## config.mk

```make
export PLATFORM = sky130hd
export DESIGN_NAME = multiplier_8bit_seq
export DESIGN_NICKNAME = d
export VERILOG_FILES = /design/src/rtl/mult_pkg.sv /design/src/rtl/multiplier_4bit.sv /design/src/rtl/multiplier_8bit_seq.sv
export SDC_FILE = /design/constraint.sdc
export NUM_CORES = 1
export LEC_CHECK = 0
export ABC_AREA = 1
export CAP_MARGIN = 10
export CELL_PAD_IN_SITES_DETAIL_PLACEMENT = 0
export CELL_PAD_IN_SITES_GLOBAL_PLACEMENT = 2
export CORE_ASPECT_RATIO = 0.75
export CORE_MARGIN = 4
export CORE_UTILIZATION = 32
export CTS_CLUSTER_SIZE = 8
export DETAILED_ROUTE_END_ITERATION = 6
export GPL_ROUTABILITY_DRIVEN = 0
export GPL_TIMING_DRIVEN = 0
export HOLD_SLACK_MARGIN = 0.08
export MAX_ROUTING_LAYER = met4
export PLACE_DENSITY = 0.77
export SLEW_MARGIN = 20
export SYNTH_ARGS = -nofsm -noshare
export SYNTH_HDL_FRONTEND = slang
export SYNTH_SLANG_ARGS = --single-unit
```

## constraint.sdc

```tcl
create_clock -name clk -period 5.8 [get_ports clk]
set_clock_uncertainty 0.15 [all_clocks]
set_input_delay 1.16 -clock clk [delete_from_list [all_inputs] [get_ports clk]]
set_output_delay 1.16 -clock clk [all_outputs]
set_load 0.01 [all_outputs]
```

## src/rtl/mult_pkg.sv

```systemverilog
// Shared types and constants for the nibble-serial 8x8 multiplier.
// Holds the FSM encodings, operand widths, step indices and per-step shift amounts.
package mult_pkg;

    localparam int unsigned NIB_W = 4;
    localparam int unsigned OP_W  = 8;

    typedef enum logic {IDLE, MUL} state_t;

    // Sub-phase of MUL, only meaningful when the partial product is registered
    typedef enum logic {PH_SEL, PH_ACC} phase_t;

    typedef logic [1:0] step_t;

    localparam step_t STEP_LL = 2'd0;
    localparam step_t STEP_HL = 2'd1;
    localparam step_t STEP_LH = 2'd2;
    localparam step_t STEP_HH = 2'd3;

    // Indexed by step: LL=0, HL=4, LH=4, HH=8
    localparam logic [3:0][3:0] SHIFT_TBL = {4'd8, 4'd4, 4'd4, 4'd0};

endpackage

```

## src/rtl/multiplier_4bit.sv

```systemverilog
// Combinational 4x4 unsigned multiplier producing an 8-bit product.
module multiplier_4bit (
    input  logic [3:0] a,
    input  logic [3:0] b,
    output logic [7:0] result
);

    assign result = {4'b0000, a} * {4'b0000, b};

endmodule

```

## src/rtl/multiplier_8bit_seq.sv

```systemverilog
// Sequential 8x8 unsigned multiplier: one shared 4x4 multiplier walks the four
// nibble partial products and shift-accumulates them into a 16-bit result.
module multiplier_8bit_seq
    import mult_pkg::*;
#(
    parameter int unsigned PP_REG = 0
) (
    input  logic            clk,
    input  logic            rst,
    input  logic            start,
    input  logic [OP_W-1:0] a,
    input  logic [OP_W-1:0] b,
    output logic            busy,
    output logic            done,
    output logic [15:0]     result
);

    state_t               state;
    state_t               state_next;
    phase_t               phase;
    step_t                step;
    logic [OP_W-1:0]      a_r;
    logic [OP_W-1:0]      b_r;
    logic [15:0]          acc;
    logic [15:0]          acc_sum;
    logic [NIB_W-1:0]     a_nib;
    logic [NIB_W-1:0]     b_nib;
    logic [2*NIB_W-1:0]   pp;
    logic [2*NIB_W-1:0]   pp_r;
    logic [2*NIB_W-1:0]   pp_src;
    logic                 accept;
    logic                 sel_en;
    logic                 acc_en;
    logic                 last;

    multiplier_4bit u_mul4 (a_nib, b_nib, pp);

    always_ff @(posedge clk) begin
        if (rst) begin
            state <= IDLE;
        end else begin
            state <= state_next;
        end
    end

    always_comb begin
        state_next = state;
        case (state)
            IDLE:    if (start) state_next = MUL;
            MUL:     if (last)  state_next = IDLE;
            default: state_next = IDLE;
        endcase
    end

    // With PP_REG=1 each step spends one edge capturing pp and one accumulating it
    always_comb begin
        accept = (state == IDLE) && start;
        sel_en = (state == MUL) && (PP_REG != 0) && (phase == PH_SEL);
        acc_en = (state == MUL) && ((PP_REG == 0) || (phase == PH_ACC));
        last   = acc_en && (step == STEP_HH);
    end

    always_comb begin
        a_nib   = ((step == STEP_LL) || (step == STEP_LH)) ? a_r[NIB_W-1:0] : a_r[OP_W-1:NIB_W];
        b_nib   = ((step == STEP_LL) || (step == STEP_HL)) ? b_r[NIB_W-1:0] : b_r[OP_W-1:NIB_W];
        pp_src  = (PP_REG != 0) ? pp_r : pp;
        acc_sum = acc + ({{OP_W{1'b0}}, pp_src} << SHIFT_TBL[step]);
    end

    always_ff @(posedge clk) begin
        if (rst) begin
            a_r    <= '0;
            b_r    <= '0;
            acc    <= '0;
            step   <= STEP_LL;
            phase  <= PH_SEL;
            pp_r   <= '0;
            busy   <= 1'b0;
            done   <= 1'b0;
            result <= '0;
        end else begin
            done <= 1'b0;
            if (accept) begin
                a_r   <= a;
                b_r   <= b;
                acc   <= '0;
                step  <= STEP_LL;
                phase <= PH_SEL;
                busy  <= 1'b1;
            end
            if (sel_en) begin
                pp_r  <= pp;
                phase <= PH_ACC;
            end
            if (acc_en) begin
                acc   <= acc_sum;
                step  <= step + 2'd1;
                phase <= PH_SEL;
                if (last) begin
                    result <= acc_sum;
                    done   <= 1'b1;
                    busy   <= 1'b0;
                end
            end
        end
    end

endmodule

```

==> results of run 1 <==
[state kept, by name, indices dropped and copies added (netlist names)]
signal	cells
acc	16
acc_en	1
step	2
b_r	8
done	1
result	16
busy	1
a_r	8
[cells in the final DEF (no fill, tap or decap), drive strengths merged, types with 6 or more instances in the layout]
cell type and n:
buf 11, nand2 106, ha 31, nor2 60, a22o 7, xor2 6
o21ai 33, clkbuf 13, inv 52, clkdlybuf4s50 36, a21oi 38, dfxtp 53
nand3 28
[path summary, 6_finish.rpt]
check           end  slack (ns)
max reg2reg  acc[9]        0.36
min          a_r[2]        0.30
max          acc[9]        0.36
min reg2reg  a_r[2]        0.30
[tightest hold or removal path, cell delays in order, from the launching register on]
cell	delay, ns
dfxtp_1	0.30
inv_1	0.05
a21oi_1	0.05
[synth_stat cells (5+ instances only)]
| master | instances | area (um^2) |
|---|---|---|
| xor2_1 | 6 | 52.6 |
| fa_1 | 5 | 100 |
| a21oi_1 | 28 | 140 |
| a22o_1 | 7 | 61.3 |
| clkbuf_1 | 6 | 22.5 |
| nand2_1 | 105 | 394 |
| o21ai_0 | 24 | 120 |
| a21oi_2 | 9 | 78.8 |
| dfxtp_1 | 53 | 1060 |
| o21ai_1 | 8 | 40.0 |
| nand4_1 | 5 | 31.3 |
| inv_1 | 47 | 176 |
| nand3_1 | 25 | 125 |
| ha_1 | 31 | 388 |
| nor2_1 | 58 | 218 |
[routing by layer]
layer | part of all wire (%) | global-route usage, % | vias up
li1 | - | - | 1614
met1 | 60 | 27.6 | 1404
met2 | 34 | 19.9 | 58
met3 | 4.3 | 2.87 | 5
met4 | 0.80 | 2.89 | 0
met5 | 0 | - | -
[logic make-up (layout without fill, tap and decap cells)]
family	after synthesis	after routing	share of synthesized area (%)
compound gates	88	88	16.4
buf+inv	66	115	7.69
flops	53	53	31.7
fa+ha+maj	36	36	14.6
simple gates	208	208	26.2
xor+xnor	10	10	2.61
mux	3	3	0.896
[report_power, final]
group,total (mW),switching (mW),internal (mW)
sequential,0.385,0.00785,0.378
combinational,0.169,0.105,0.0641
clock,0.326,0.151,0.175
total,0.881,0.265,0.616
[layout make-up]
class | instances | area (um^2) | share of cell area [%]
buffer | 13 | 58.8 | 1.44
clock buffer | 6 | 139 | 3.39
clock inverter | 2 | 17.5 | 0.427
inverter | 53 | 199 | 4.85
multi-input combinational | 345 | 2050 | 50.1
sequential | 53 | 1060 | 25.9
tap | 136 | 170 | 4.15
timing repair buffer | 41 | 398 | 9.71
[per-stage QoR]
stage	cell area [um^2]	setup TNS (ns)	cells	hold WS, ns	total power, mW
floorplan	3350	0	464	0.274	0.497
global placement	3880	0	636	0.283	0.551
detailed placement	3880	0	636	0.289	0.551
CTS	4040	0	644	0.301	0.880
global route	4100	-0.00878	649	0.326	0.927
finish	4100	0	649	0.301	0.881
[repair_timing]
| action | in CTS | in global routing |
|---|---|---|
| setup endpoints to repair | 0 | 17 |
| hold buffers | 0 | 0 |
| resized for setup | 0 | 7 |
| setup buffers | 0 | 5 |
==> results.json, run 1 <==
{
  "initialDrtViolationCount": 180,
  "dieArea_um2": 12200,
  "num_vias": 3081,
  "syn_nets": 519,
  "syn_area_um2": 3350,
  "fin_crit_sh_pct": 93.8,
  "rows": 32,
  "startpoint_type": "register",
  "track_usage_pct": 16.5,
  "cts_max_level": 2,
  "cpLargestDelayFamily": "adder cells",
  "hold_start": "a_r[2]",
  "pwr_density_cell_nw_per_um2": 215,
  "root_buffer": "clkbuf_16",
  "ios": 37,
  "drv_slew": 0,
  "dp_slack_ns": 0.146,
  "drcViolationCount": 0,
  "end_kind": "register",
  "vias_per_cell": 4.75,
  "n_fill_cell": 1136,
  "syn_to_final_growth_pct": 22.2,
  "dieHeight_um": 96.6,
  "setup_viol": 0,
  "relSlewSlack_pct": 52.4,
  "synthCells": 464,
  "clkTransAtPathRegs_ns": 0.08,
  "fin_crit_ns": 5.44,
  "async_reset_ff_share_pct": 0,
  "clock_latency_ns": 0.31,
  "ff2ff_path_depth": 25,
  "grt_pass1_wl_um": 15500,
  "port_buffers": 36,
  "critPathLaunch": "step[1]",
  "grt_antenna_before_repair": 0,
  "syn_avg_cell_area_um2": 7.22,
  "ctsLongestPathBuffers": 2,
  "hold_path_class": "register to register",
  "cp_num_buf_inv": 3,
  "synth_ff_type": "dfxtp_1",
  "leakage_nw": 1.87,
  "path_class": "register to register",
  "grt_pass1_vias": 2892,
  "synth.distinct_cells": 42,
  "grt-ovfl-total": 0,
  "path_common_cell": "nand2_1",
  "grt_max_degree": 18,
  "cts_num_sinks": 53,
  "hold_depth": 2,
  "crit_arrival_ns": 5.46,
  "critical_path_required_ns": 5.82,
  "ys_seq_elements": 53,
  "crit_path_max_incr_delay_ns": 0.56,
  "die_width_um": 126,
  "reg2reg_from": "step[1]",
  "place_hpwl_um": 7570,
  "cts_made_buffers": 5,
  "postLayoutCoreUtil_pct": 40.0,
  "routedWlPerCell_um": 14.8,
  "drive_gt1_share_pct": 8.97,
  "coreArea_um2": 10200,
  "max_cap_viol_count": 0,
  "start_util_pct": 32.7,
  "synth_warnings": 0,
  "first_pass_iters": 4,
  "fmax_ghz": 0.184,
  "cp_max_fo": 7,
  "ant_nets": 0,
  "routed_wl_um": 9630,
  "diodes": 0,
  "critical_path_cell_count": 25,
  "ir_worst_vdd_v": 0.000126,
  "tightest_slew_ns": 0.714,
  "status": "finished, final reports clean",
  "nNetsFinal": 567,
  "yosysSeqAreaShare_pct": 31.7,
  "synth-edff-count": 0,
  "cp_slowest_cell": "fa_1",
  "cts_tree": "yes",
  "final-hold-violation-count": 0,
  "fin_ws_ns": 0.360
}
(Power assumes the default switching activity.)
==> run 2: changes to the inputs <==
--- a/config.mk
+++ b/config.mk
@@ -16,7 +16,7 @@
 export DETAILED_ROUTE_END_ITERATION = 6
 export GPL_ROUTABILITY_DRIVEN = 0
 export GPL_TIMING_DRIVEN = 0
-export HOLD_SLACK_MARGIN = 0.08
+export HOLD_SLACK_MARGIN = 0.02
 export MAX_ROUTING_LAYER = met4
 export PLACE_DENSITY = 0.77
 export SLEW_MARGIN = 20
==> results of run 2 <==
The final DEF is identical to that of run 1; final timing and power are the same.
